**config.mk**
```make
export PLATFORM = sky130hd
export DESIGN_NAME = fpga_arduino_tx
export DESIGN_NICKNAME = d
export VERILOG_FILES = /design/src/rtl/fpga_arduino_pkg.sv /design/src/rtl/sync_edge_detect.sv /design/src/rtl/fpga_arduino_tx.sv
export SDC_FILE = /design/constraint.sdc
export NUM_CORES = 1
export LEC_CHECK = 0
export ABC_AREA = 1
export CAP_MARGIN = 25
export CORE_ASPECT_RATIO = 0.9
export CORE_MARGIN = 4
export CORE_UTILIZATION = 35
export DETAILED_ROUTE_END_ITERATION = 6
export PLACE_DENSITY = 0.49
export SLEW_MARGIN = 20
export SYNTH_ARGS = -nofsm -noshare
export SYNTH_HDL_FRONTEND = slang
export SYNTH_HIERARCHICAL = 1
export SYNTH_SLANG_ARGS = --single-unit
```
**constraint.sdc**
```tcl
create_clock -name clk -period 2.6 [get_ports clk]
set_input_delay 0.26 -clock clk [delete_from_list [all_inputs] [get_ports clk]]
set_output_delay 0.26 -clock clk [all_outputs]
set_load 0.05 [all_outputs]
```
**src/rtl/fpga_arduino_pkg.sv**
```systemverilog
// Shared definitions for the FPGA -> Arduino game-event link.
// Contents: sync nibble, message-type codes, TX state enum and the packet
// builder used by the serializer.
package fpga_arduino_pkg;

  localparam logic [3:0] SYNC_NIBBLE  = 4'hA;

  localparam logic [3:0] MSG_SLICE    = 4'd1;
  localparam logic [3:0] MSG_SCORE    = 4'd2;
  localparam logic [3:0] MSG_STREAK   = 4'd3;
  localparam logic [3:0] MSG_LIVES    = 4'd4;
  localparam logic [3:0] MSG_GAMEOVER = 4'd5;

  typedef enum logic [2:0] {
    ST_IDLE     = 3'd0,
    ST_LOAD     = 3'd1,
    ST_SHIFT    = 3'd2,
    ST_WAIT_ACK = 3'd3,
    ST_GAP      = 3'd4
  } tx_state_t;

  // Packet word {sync, type, payload, chk}; chk is the 8-bit wrapping sum of
  // the header byte and both payload bytes.
  function automatic logic [31:0] build_packet(input logic [3:0]  typ,
                                               input logic [15:0] payload);
    logic [7:0] chk;
    chk = {SYNC_NIBBLE, typ} + payload[15:8] + payload[7:0];
    return {SYNC_NIBBLE, typ, payload, chk};
  endfunction

endpackage

```
**src/rtl/sync_edge_detect.sv**
```systemverilog
// Two-flop synchronizer for an asynchronous input plus a single-cycle pulse
// on each synchronized rising edge.
// Ports:
//   clk, reset_n : system clock, async active-low reset
//   din          : asynchronous input
//   rise         : one-cycle pulse per rising edge of din (after sync delay)
module sync_edge_detect (
  input  logic clk,
  input  logic reset_n,
  input  logic din,
  output logic rise
);

  // sr[0] may go metastable, sr[1] is the synchronized value, sr[2] its history
  logic [2:0] sr;

  always_ff @(posedge clk or negedge reset_n) begin
    if (!reset_n) begin
      sr <= '0;
    end else begin
      sr <= {sr[1:0], din};
    end
  end

  assign rise = sr[1] & ~sr[2];

endmodule

```
**src/rtl/fpga_arduino_tx.sv**
```systemverilog
// Serializes game-event packets to the Arduino over a source-synchronous
// three-wire link (tx_clk / tx_data / tx_frame_n), MSB first, then waits for
// an ack edge and resends on timeout.
// Ports:
//   clk, reset_n          : system clock, async active-low reset
//   msg_valid/msg_ready   : producer handshake, accept on valid & ready
//   msg_type, msg_payload : message contents, latched on accept
//   ack_in                : asynchronous ack line, rising edge = ack
//   tx_clk, tx_data       : serial clock (idles low) and data
//   tx_frame_n            : low while a packet is on the wire
//   busy                  : high whenever not idle
//   tx_done, tx_error     : one-cycle completion / retries-exhausted pulses
//   err_count             : saturating count of tx_error pulses
//
// state    | meaning
// ---------+-----------------------------------------------------------
// IDLE     | ready for a message
// LOAD     | build packet word, clear retry count
// SHIFT    | 32 bits, each CLK_DIV cycles low then CLK_DIV cycles high
// WAIT_ACK | wait up to ACK_TIMEOUT cycles for an ack edge
// GAP      | frame-high spacing of 2*CLK_DIV (retry, or done when no ack)
module fpga_arduino_tx
  import fpga_arduino_pkg::*;
#(
  parameter int CLK_DIV     = 25,
  parameter int ACK_EN      = 1,
  parameter int ACK_TIMEOUT = 5000,
  parameter int MAX_RETRY   = 3
) (
  input  logic        clk,
  input  logic        reset_n,
  input  logic        msg_valid,
  output logic        msg_ready,
  input  logic [3:0]  msg_type,
  input  logic [15:0] msg_payload,
  input  logic        ack_in,
  output logic        tx_clk,
  output logic        tx_data,
  output logic        tx_frame_n,
  output logic        busy,
  output logic        tx_done,
  output logic        tx_error,
  output logic [7:0]  err_count
);

  // One down-counter serves the half-bit, gap and ack-timeout intervals.
  localparam int TMR_MAX = (2 * CLK_DIV > ACK_TIMEOUT) ? 2 * CLK_DIV : ACK_TIMEOUT;
  localparam int TMR_W   = (TMR_MAX < 2) ? 1 : $clog2(TMR_MAX);
  localparam int RETRY_W = (MAX_RETRY < 1) ? 1 : $clog2(MAX_RETRY + 1);

  localparam logic [TMR_W-1:0]   DIV_LOAD   = TMR_W'(CLK_DIV - 1);
  localparam logic [TMR_W-1:0]   GAP_LOAD   = TMR_W'(2 * CLK_DIV - 1);
  localparam logic [TMR_W-1:0]   TMO_LOAD   = TMR_W'(ACK_TIMEOUT - 1);
  localparam logic [TMR_W-1:0]   POST_LOAD  = (ACK_EN != 0) ? TMO_LOAD : GAP_LOAD;
  localparam logic [RETRY_W-1:0] RETRY_LAST = RETRY_W'(MAX_RETRY);

  tx_state_t           state, next_state;
  logic [TMR_W-1:0]    tmr;
  logic                ph_hi;
  logic [4:0]          bit_cnt;
  logic [31:0]         sh;
  logic [RETRY_W-1:0]  retry_cnt;
  logic [3:0]          type_q;
  logic [15:0]         payload_q;
  logic                ack_rise;
  logic                tmr_zero;
  logic                retry_left;
  logic                last_bit_end;

  sync_edge_detect u_ack_sync (
    .clk     (clk),
    .reset_n (reset_n),
    .din     (ack_in),
    .rise    (ack_rise)
  );

  assign tmr_zero     = (tmr == '0);
  assign retry_left   = (retry_cnt != RETRY_LAST);
  assign last_bit_end = tmr_zero && ph_hi && (bit_cnt == 5'd0);

  always_ff @(posedge clk or negedge reset_n) begin
    if (!reset_n) begin
      state <= ST_IDLE;
    end else begin
      state <= next_state;
    end
  end

  always_comb begin
    next_state = state;
    case (state)
      ST_IDLE:     if (msg_valid) next_state = ST_LOAD;
      ST_LOAD:     next_state = ST_SHIFT;
      ST_SHIFT:    if (last_bit_end) next_state = (ACK_EN != 0) ? ST_WAIT_ACK : ST_GAP;
      ST_WAIT_ACK: begin
        // ack is checked first so a same-cycle ack beats the timeout
        if (ack_rise)      next_state = ST_IDLE;
        else if (tmr_zero) next_state = retry_left ? ST_GAP : ST_IDLE;
      end
      ST_GAP:      if (tmr_zero) next_state = (ACK_EN != 0) ? ST_SHIFT : ST_IDLE;
      default:     next_state = ST_IDLE;
    endcase
  end

  always_comb begin
    msg_ready  = (state == ST_IDLE);
    busy       = (state != ST_IDLE);
    tx_frame_n = (state != ST_SHIFT);
    tx_clk     = (state == ST_SHIFT) && ph_hi;
    tx_data    = (state == ST_SHIFT) && sh[31];
    tx_done    = 1'b0;
    tx_error   = 1'b0;
    case (state)
      ST_WAIT_ACK: begin
        if (ack_rise)                     tx_done  = 1'b1;
        else if (tmr_zero && !retry_left) tx_error = 1'b1;
      end
      ST_GAP:      if (tmr_zero && (ACK_EN == 0)) tx_done = 1'b1;
      default:     ;
    endcase
  end

  always_ff @(posedge clk or negedge reset_n) begin
    if (!reset_n) begin
      tmr       <= '0;
      ph_hi     <= 1'b0;
      bit_cnt   <= 5'd0;
      sh        <= '0;
      retry_cnt <= '0;
      type_q    <= '0;
      payload_q <= '0;
    end else begin
      case (state)
        ST_IDLE: begin
          if (msg_valid) begin
            type_q    <= msg_type;
            payload_q <= msg_payload;
          end
        end
        ST_LOAD: begin
          retry_cnt <= '0;
          sh        <= build_packet(type_q, payload_q);
          tmr       <= DIV_LOAD;
          ph_hi     <= 1'b0;
          bit_cnt   <= 5'd31;
        end
        ST_SHIFT: begin
          if (!tmr_zero) begin
            tmr <= tmr - 1'b1;
          end else if (!ph_hi) begin
            ph_hi <= 1'b1;
            tmr   <= DIV_LOAD;
          end else if (bit_cnt != 5'd0) begin
            // next bit is presented together with the falling tx_clk
            ph_hi   <= 1'b0;
            bit_cnt <= bit_cnt - 1'b1;
            sh      <= {sh[30:0], 1'b0};
            tmr     <= DIV_LOAD;
          end else begin
            ph_hi <= 1'b0;
            tmr   <= POST_LOAD;
          end
        end
        ST_WAIT_ACK: begin
          if (!tmr_zero) begin
            tmr <= tmr - 1'b1;
          end else if (!ack_rise && retry_left) begin
            retry_cnt <= retry_cnt + 1'b1;
            tmr       <= GAP_LOAD;
          end
        end
        ST_GAP: begin
          if (!tmr_zero) begin
            tmr <= tmr - 1'b1;
          end else begin
            // a retry resends the identical word from the latched message
            sh      <= build_packet(type_q, payload_q);
            tmr     <= DIV_LOAD;
            ph_hi   <= 1'b0;
            bit_cnt <= 5'd31;
          end
        end
        default: ;
      endcase
    end
  end

  always_ff @(posedge clk or negedge reset_n) begin
    if (!reset_n) begin
      err_count <= 8'd0;
    end else if (tx_error && (err_count != 8'hFF)) begin
      err_count <= err_count + 8'd1;
    end
  end

endmodule

```
# ---- Word level (Yosys, flattened, before mapping)
# Cells that the tools add are included.
dict set report classes {
  n_addsub 6
  n_eq_ne 17
  mux 36
  bitwise 2
  reduce_logical 23
}
# cell count
set op_table {}
lappend op_table {{$mux W32} 4}
lappend op_table {{$pmux W32 S3} 1}
lappend op_table {{$mux W13} 6}
lappend op_table {{$pmux W13 S4} 1}
lappend op_table {{$mux W5} 4}
lappend op_table {{$mux W3} 6}
lappend op_table {{$add A8 B8 Y8} 2}
lappend op_table {{$ne A2 B2 Y1 const B} 8}
lappend op_table {{$pmux W3 S5} 1}
lappend op_table {{$pmux W5 S3} 1}
lappend op_table {{$logic_not A13 Y1} 1}
lappend op_table {{$sub A13 B1 Y13 const B} 1}
lappend op_table {{$add A8 B1 Y8 const B} 1}
lappend op_table {{$mux W1} 8}
lappend op_table {{$ne A8 B8 Y1 const B} 1}
lappend op_table {{$logic_and A1 B1 Y1} 7}
lappend op_table {{$eq A3 B2 Y1 const B} 2}
lappend op_table {{$ne A3 B3 Y1 const B} 2}
lappend op_table {{$reduce_and A3 Y1} 2}
lappend op_table {{$reduce_bool A3 Y1} 2}
lappend op_table {{$logic_not A5 Y1} 1}
lappend op_table {{$reduce_and A5 Y1} 1}
lappend op_table {{$reduce_bool A5 Y1} 1}
lappend op_table {{$sub A5 B1 Y5 const B} 1}
lappend op_table {{16 further kinds} 19}
dict set report word_totals {
  register_bits 87
  in_bits 24
  output_inout_bits 15
  word_cells 94
}

# ---- Logic depth before layout (Yosys ltp)
dict set report depth {
  word_depth 7
  mapped_depth 14
  ltp_nobuf 14
}

# ---- Cells and area by module
# The synthesis kept the hierarchy.
# mod n_inst cells_per_inst area_per_inst_um2 seq_area_each_um2
set modules_own_cells {}
lappend modules_own_cells {fpga_arduino_tx 1 615 4774.6 2102.0}
lappend modules_own_cells {sync_edge_detect 1 5 85.1 75.1}

# ---- Least setup slack after synthesis
# OpenSTA, ideal clock, no wires.
dict set report synth_timing {
  path_type {reg2reg}
  startpoint {reg state[0]}
  endpoint {reg state[2]}
  setup_ns 0.128
  arrival_ns 2.153
  required_time_ns 2.472
  slack_ns 0.319
  path_stages_with_launch 9
  path_buffers 0
  synth_period_minus_slack_ns 2.281
  path_cell_list {dfrtp_1 -> inv_2 -> nand2_1 -> nor2_1 -> inv_1 -> nor2_1 -> a21oi_1 -> nand3_1 -> o21ai_0}
}
dict set report synth_via {
  elab_chain_len 3
  elab_cells_between_ends 11
  classes_between {eq/ne (8); mux (1); reduce/logical (2)}
}
# item line
set synth_lines {}
lappend synth_lines {{start: declaration} fpga_arduino_tx.sv:57} ;# tx_state_t state, next_state;
lappend synth_lines {{start signal: assignment} fpga_arduino_tx.sv:85} ;# state <= next_state;
lappend synth_lines {{$logic_not A3 Y1 *} --}
lappend synth_lines {{net msg_ready} fpga_arduino_tx.sv:33} ;# output logic msg_ready,
lappend synth_lines {{$ne A2 B2 Y1 (no source line)} --}
lappend synth_lines {{$reduce_and A4 Y1 (no source line)} --}
# Mark *: on every way through the listed nets, which the timed path passes. The rest lies on a longest branch.
# A chain may end at the register's enable or synchronous reset.

# ---- Worst setup path in the final report
dict set report layout_timing {
  startpoint {reg type_q[1]}
  endpoint {reg sh[7]}
}
dict set report layout_via {
  elab_chain_len 4
}
# item line
set layout_lines {}
lappend layout_lines {{start: declaration} fpga_arduino_tx.sv:63} ;# logic [3:0] type_q;
lappend layout_lines {{start signal: assignment} fpga_arduino_tx.sv:136} ;# type_q <= msg_type;
lappend layout_lines {{$add A8 B8 Y8 * (2 in series)} fpga_arduino_pkg.sv:27} ;# chk = {SYNC_NIBBLE, typ} + payload[15:8] + payload[7:0];
lappend layout_lines {{$mux W32} fpga_arduino_tx.sv:173} ;# if (!tmr_zero) begin
lappend layout_lines {{$pmux W32 S3 *} fpga_arduino_tx.sv:133} ;# case (state)
lappend layout_lines {{end signal: assignment} fpga_arduino_tx.sv:142} ;# sh <= build_packet(type_q, payload_q);
lappend layout_lines {{end signal: assignment} fpga_arduino_tx.sv:157} ;# sh <= {sh[30:0], 1'b0};
lappend layout_lines {{end signal: assignment} fpga_arduino_tx.sv:177} ;# sh <= build_packet(type_q, payload_q);
lappend layout_lines {{end: declaration} fpga_arduino_tx.sv:61} ;# logic [31:0] sh;
# Every way passes the cells marked *; elsewhere a longest branch is shown, timed or not. The select of a mux whose other input is x is not followed.

==> results.py <==
metrics = {
    "critical_path": {
        "critical_path_required_ps": 2840,
        "cp_max_fo": 3,
        "crit_type": "reg -> reg",
        "r2r_start": "type_q[1]",
        "max_stage_delay_ps": 550,
        "r2r_slack_ps": 230,
        "r2r-end": "sh[7]",
        "slowest_stage": "fa_1",
        "endpoint_kind": "flop",
        "cp-start-kind": "flop",
        "crit_path_cell_trace": "fa_1, ha_2, inv_1, fa_1, nand3b_1, nand2_1, nand3_1, nand3_1, nand3_1, nand2_1, nand2_1",
        "arrival_ps": 2610,
        "path_delay_family": "adder cells",
        "ff2ff_path_depth": 11,
        "worst-path-stages": 11,
        "cp_num_buf_inv": 1,
    },
    "route": {
        "vias_per_cell": 4.747,
        "drc": 0,
        "first_pass_iters": 4,
        "routed_wl_microns": 10980,
        "drtIter0Drc": 276,
        "vias": 3959,
        "ant_nets": 0,
        "wire_per_inst_microns": 13.16,
    },
    "sta": {
        "finalHoldViolCount": 0,
        "min_period_over_period": 0.9131,
        "worst_pin_slew_ps": 625.8,
        "relSlewSlack": 0.5813,
        "fin_skew_ps": 6.964,
        "finalCriticalPeriod_ps": 2374,
        "finalMaxSlewViolations": 0,
        "rsz0062_at_grt": "no",
        "setup-violations-final": 0,
        "setup-tns-final_ps": 0,
        "max_freq_ghz": 0.4212,
    },
    "cts": {
        "cts_buffers": 9,
        "clk_latency_ps": 350,
        "clkTransAtPathRegs_ps": 70,
        "cts_root_buf": "clkbuf_16",
        "cts.htree.levels": 3,
        "cts.sinks": 87,
        "cts_tree": "yes",
        "clk_path_buf_depth": 2,
    },
    "yosys": {
        "synthArstFlopShare": 1.000,
        "synth_cell_type_count": 31,
        "avgSynthCellArea_sq_um": 7.838,
        "ys_seq_area_frac": 0.4480,
        "synth_seq_cells": 87,
        "synth_edf_count": 0,
        "synth_area_sq_um": 4860,
        "synthCells": 620,
        "synth_nets": 664,
        "synth_flop_cell": "dfrtp_1",
        "yosys_warnings": 6,
    },
    "floorplanning": {
        "die_w_microns": 132.2,
        "die_h_microns": 119.8,
        "io_pins": 39,
        "num_rows": 40,
        "core-area_sq_um": 13460,
        "die_area_sq_um": 15840,
        "start_util": 0.3610,
    },
    "worst_hold_path": {
        "hp-class": "in -> reg",
        "min_from": "ack_in",
        "holdPathStages": 1,
        "holdPathEnd": "u_ack_sync/sr[0]",
    },
    "final_layout": {
        "antenna_cells": 0,
        "nNetsFinal": 705,
        "n_fill_cell": 1388,
        "fin_util": 0.4299,
        "drive_above_1_share": 0.09159,
        "area_growth_pct": 19.10,
    },
    "placement": {
        "gp_congestion": 0.8866,
        "io_buffer_count": 38,
        "dp_hpwl_microns": 8103,
    },
    "power_and_ir_drop": {
        "ir_drop_v": 0.0005190,
        "leakage_uw": 0.002856,
        "p_per_area_nw_per_um2": 1483,
    },
    "run": {
        "maxCapViolCount": 0,
    },
    "outcome": {
        "status": "complete, no violations",
    },
    "grt": {
        "grt_util_all_layers": 0.1518,
        "grt_pass1_wl_microns": 19490,
        "first_global_vias": 3916,
        "antenna_found_initial": 0,
        "grt_max_degree": 44,
        "overflow": 0,
    },
}
-- final cells by class --
class                      count  area (sq um)  share of cell area
clock buffer                   9         225.2             0.03891
clock inverter                 7         105.1             0.01816
inverter                      81         304.0             0.05253
multi-input combinational    436          2298              0.3971
sequential                    87          2177              0.3761
tap                          168         210.2             0.03632
timing repair buffer          46         467.9             0.08085
-- cells by family (layout without fill, tap and decap cells) --
group / count (synthesis) / in the layout / share of synthesized area
buffers and inverters: 97 / 143 / 0.07956
flip-flops: 87 / 87 / 0.4480
adder cells (fa/ha/maj): 20 / 20 / 0.05922
XOR/XNOR: 15 / 15 / 0.02703
AND/OR/NAND/NOR: 301 / 301 / 0.2634
multiplexers: 14 / 14 / 0.03244
AO/OA/AOI/OAI: 86 / 86 / 0.09037
-- worst register-to-register path: cells and delay by family (launching register included) --
kind | cells | cell delay [ps]
buffers and inverters | 1 | 50
DFF | 1 | 400
and+or+nand+nor | 7 | 660
adders and majority gates | 3 | 1140
-- state kept, by name, summed over array words and instances, names as in the netlist --
name,cells
bit_cnt,5
err_count,8
payload_q,16
ph_hi,1
retry_cnt,2
sh,32
state,3
tmr,13
type_q,4
u_ack_sync/sr,3
-- layout by cell type, fill, tap and decap left out, drive strengths merged, types with 2 or more instances in the layout --
| cell type | Yosys | routed |
|---|---|---|
| o22ai | 2 | 2 |
| ha | 15 | 15 |
| nor2 | 65 | 65 |
| clkdlybuf4s50 | 0 | 33 |
| nand4 | 9 | 9 |
| a21oi | 14 | 14 |
| nor3 | 5 | 5 |
| buf | 10 | 12 |
| nand3b | 3 | 3 |
| clkbuf | 6 | 9 |
| mux2 | 14 | 14 |
| bufinv | 0 | 2 |
| nand2 | 176 | 176 |
| o21ai | 68 | 68 |
| xor2 | 9 | 9 |
| xnor2 | 6 | 6 |
| fa | 5 | 5 |
| dfrtp | 87 | 87 |
| clkinv | 2 | 4 |
| inv | 79 | 81 |
| nand3 | 42 | 42 |
-- synthesized netlist by cell type, drive strengths merged (2+ instances only) --
| library cell | n | area, sq um |
|---|---|---|
| fa | 5 | 100.1 |
| o21ai | 68 | 340.3 |
| nand3 | 42 | 232.7 |
| inv | 79 | 296.5 |
| xor2 | 9 | 78.83 |
| mux2 | 14 | 157.7 |
| nand3b | 3 | 22.52 |
| buf | 10 | 60.06 |
| ha | 15 | 187.7 |
| o22ai | 2 | 12.51 |
| clkbuf | 6 | 22.52 |
| nor3 | 5 | 25.02 |
| nand2 | 176 | 673.2 |
| xnor2 | 6 | 52.55 |
| clkinv | 2 | 7.510 |
| a21oi | 14 | 70.07 |
| nand4 | 9 | 56.30 |
| dfrtp | 87 | 2177 |
| nor2 | 65 | 264.0 |
-- routing by layer --
layer  global-route usage  part of all wire
met1               0.2184              0.52
met2               0.2295              0.43
met3              0.03562             0.035
met4              0.04286             0.013
met5                    0                 0
-- through the flow --
stage / total power [uW] / cells / setup slack, ps / cell area [sq um] / hold WS (ps)
floorplan: 6011 / 620 / 319.0 / 4860 / -35.59
global placement: 7165 / 816 / 271.6 / 5438 / 263.4
detailed placement: 7185 / 816 / 220.0 / 5438 / 262.6
CTS: 8670 / 833 / 191.2 / 5778 / 330.5
global route: 9618 / 834 / 16.50 / 5788 / 337.5
finish: 8584 / 834 / 225.9 / 5788 / 345.8
-- worst max path at each step --
stage / startpoint / endpoint / slack (ps)
after floorplan: state[0] / state[2] / 320
after global placement: type_q[1] / sh[7] / 270
after detailed placement: type_q[1] / sh[7] / 220
after CTS: type_q[1] / sh[7] / 190
after global routing: type_q[1] / sh[7] / 20
final: type_q[1] / sh[7] / 230
-- report_power, final --
group	switching, uW	leakage, uW	total [uW]	internal, uW
Sequential	387	0.00108	2330	1950
Combinational	3030	0.00161	4840	1810
Clock	558	0.000158	1410	855
Total	3980	0.00286	8580	4610
-- what timing repair did --
item	in CTS	in global routing
setup endpoints to repair	0	1
hold buffers	1	0
buffers inserted	0	1
endpoints found under the hold margin	34	0
resized for setup	0	1
(Power assumes the default switching activity.)
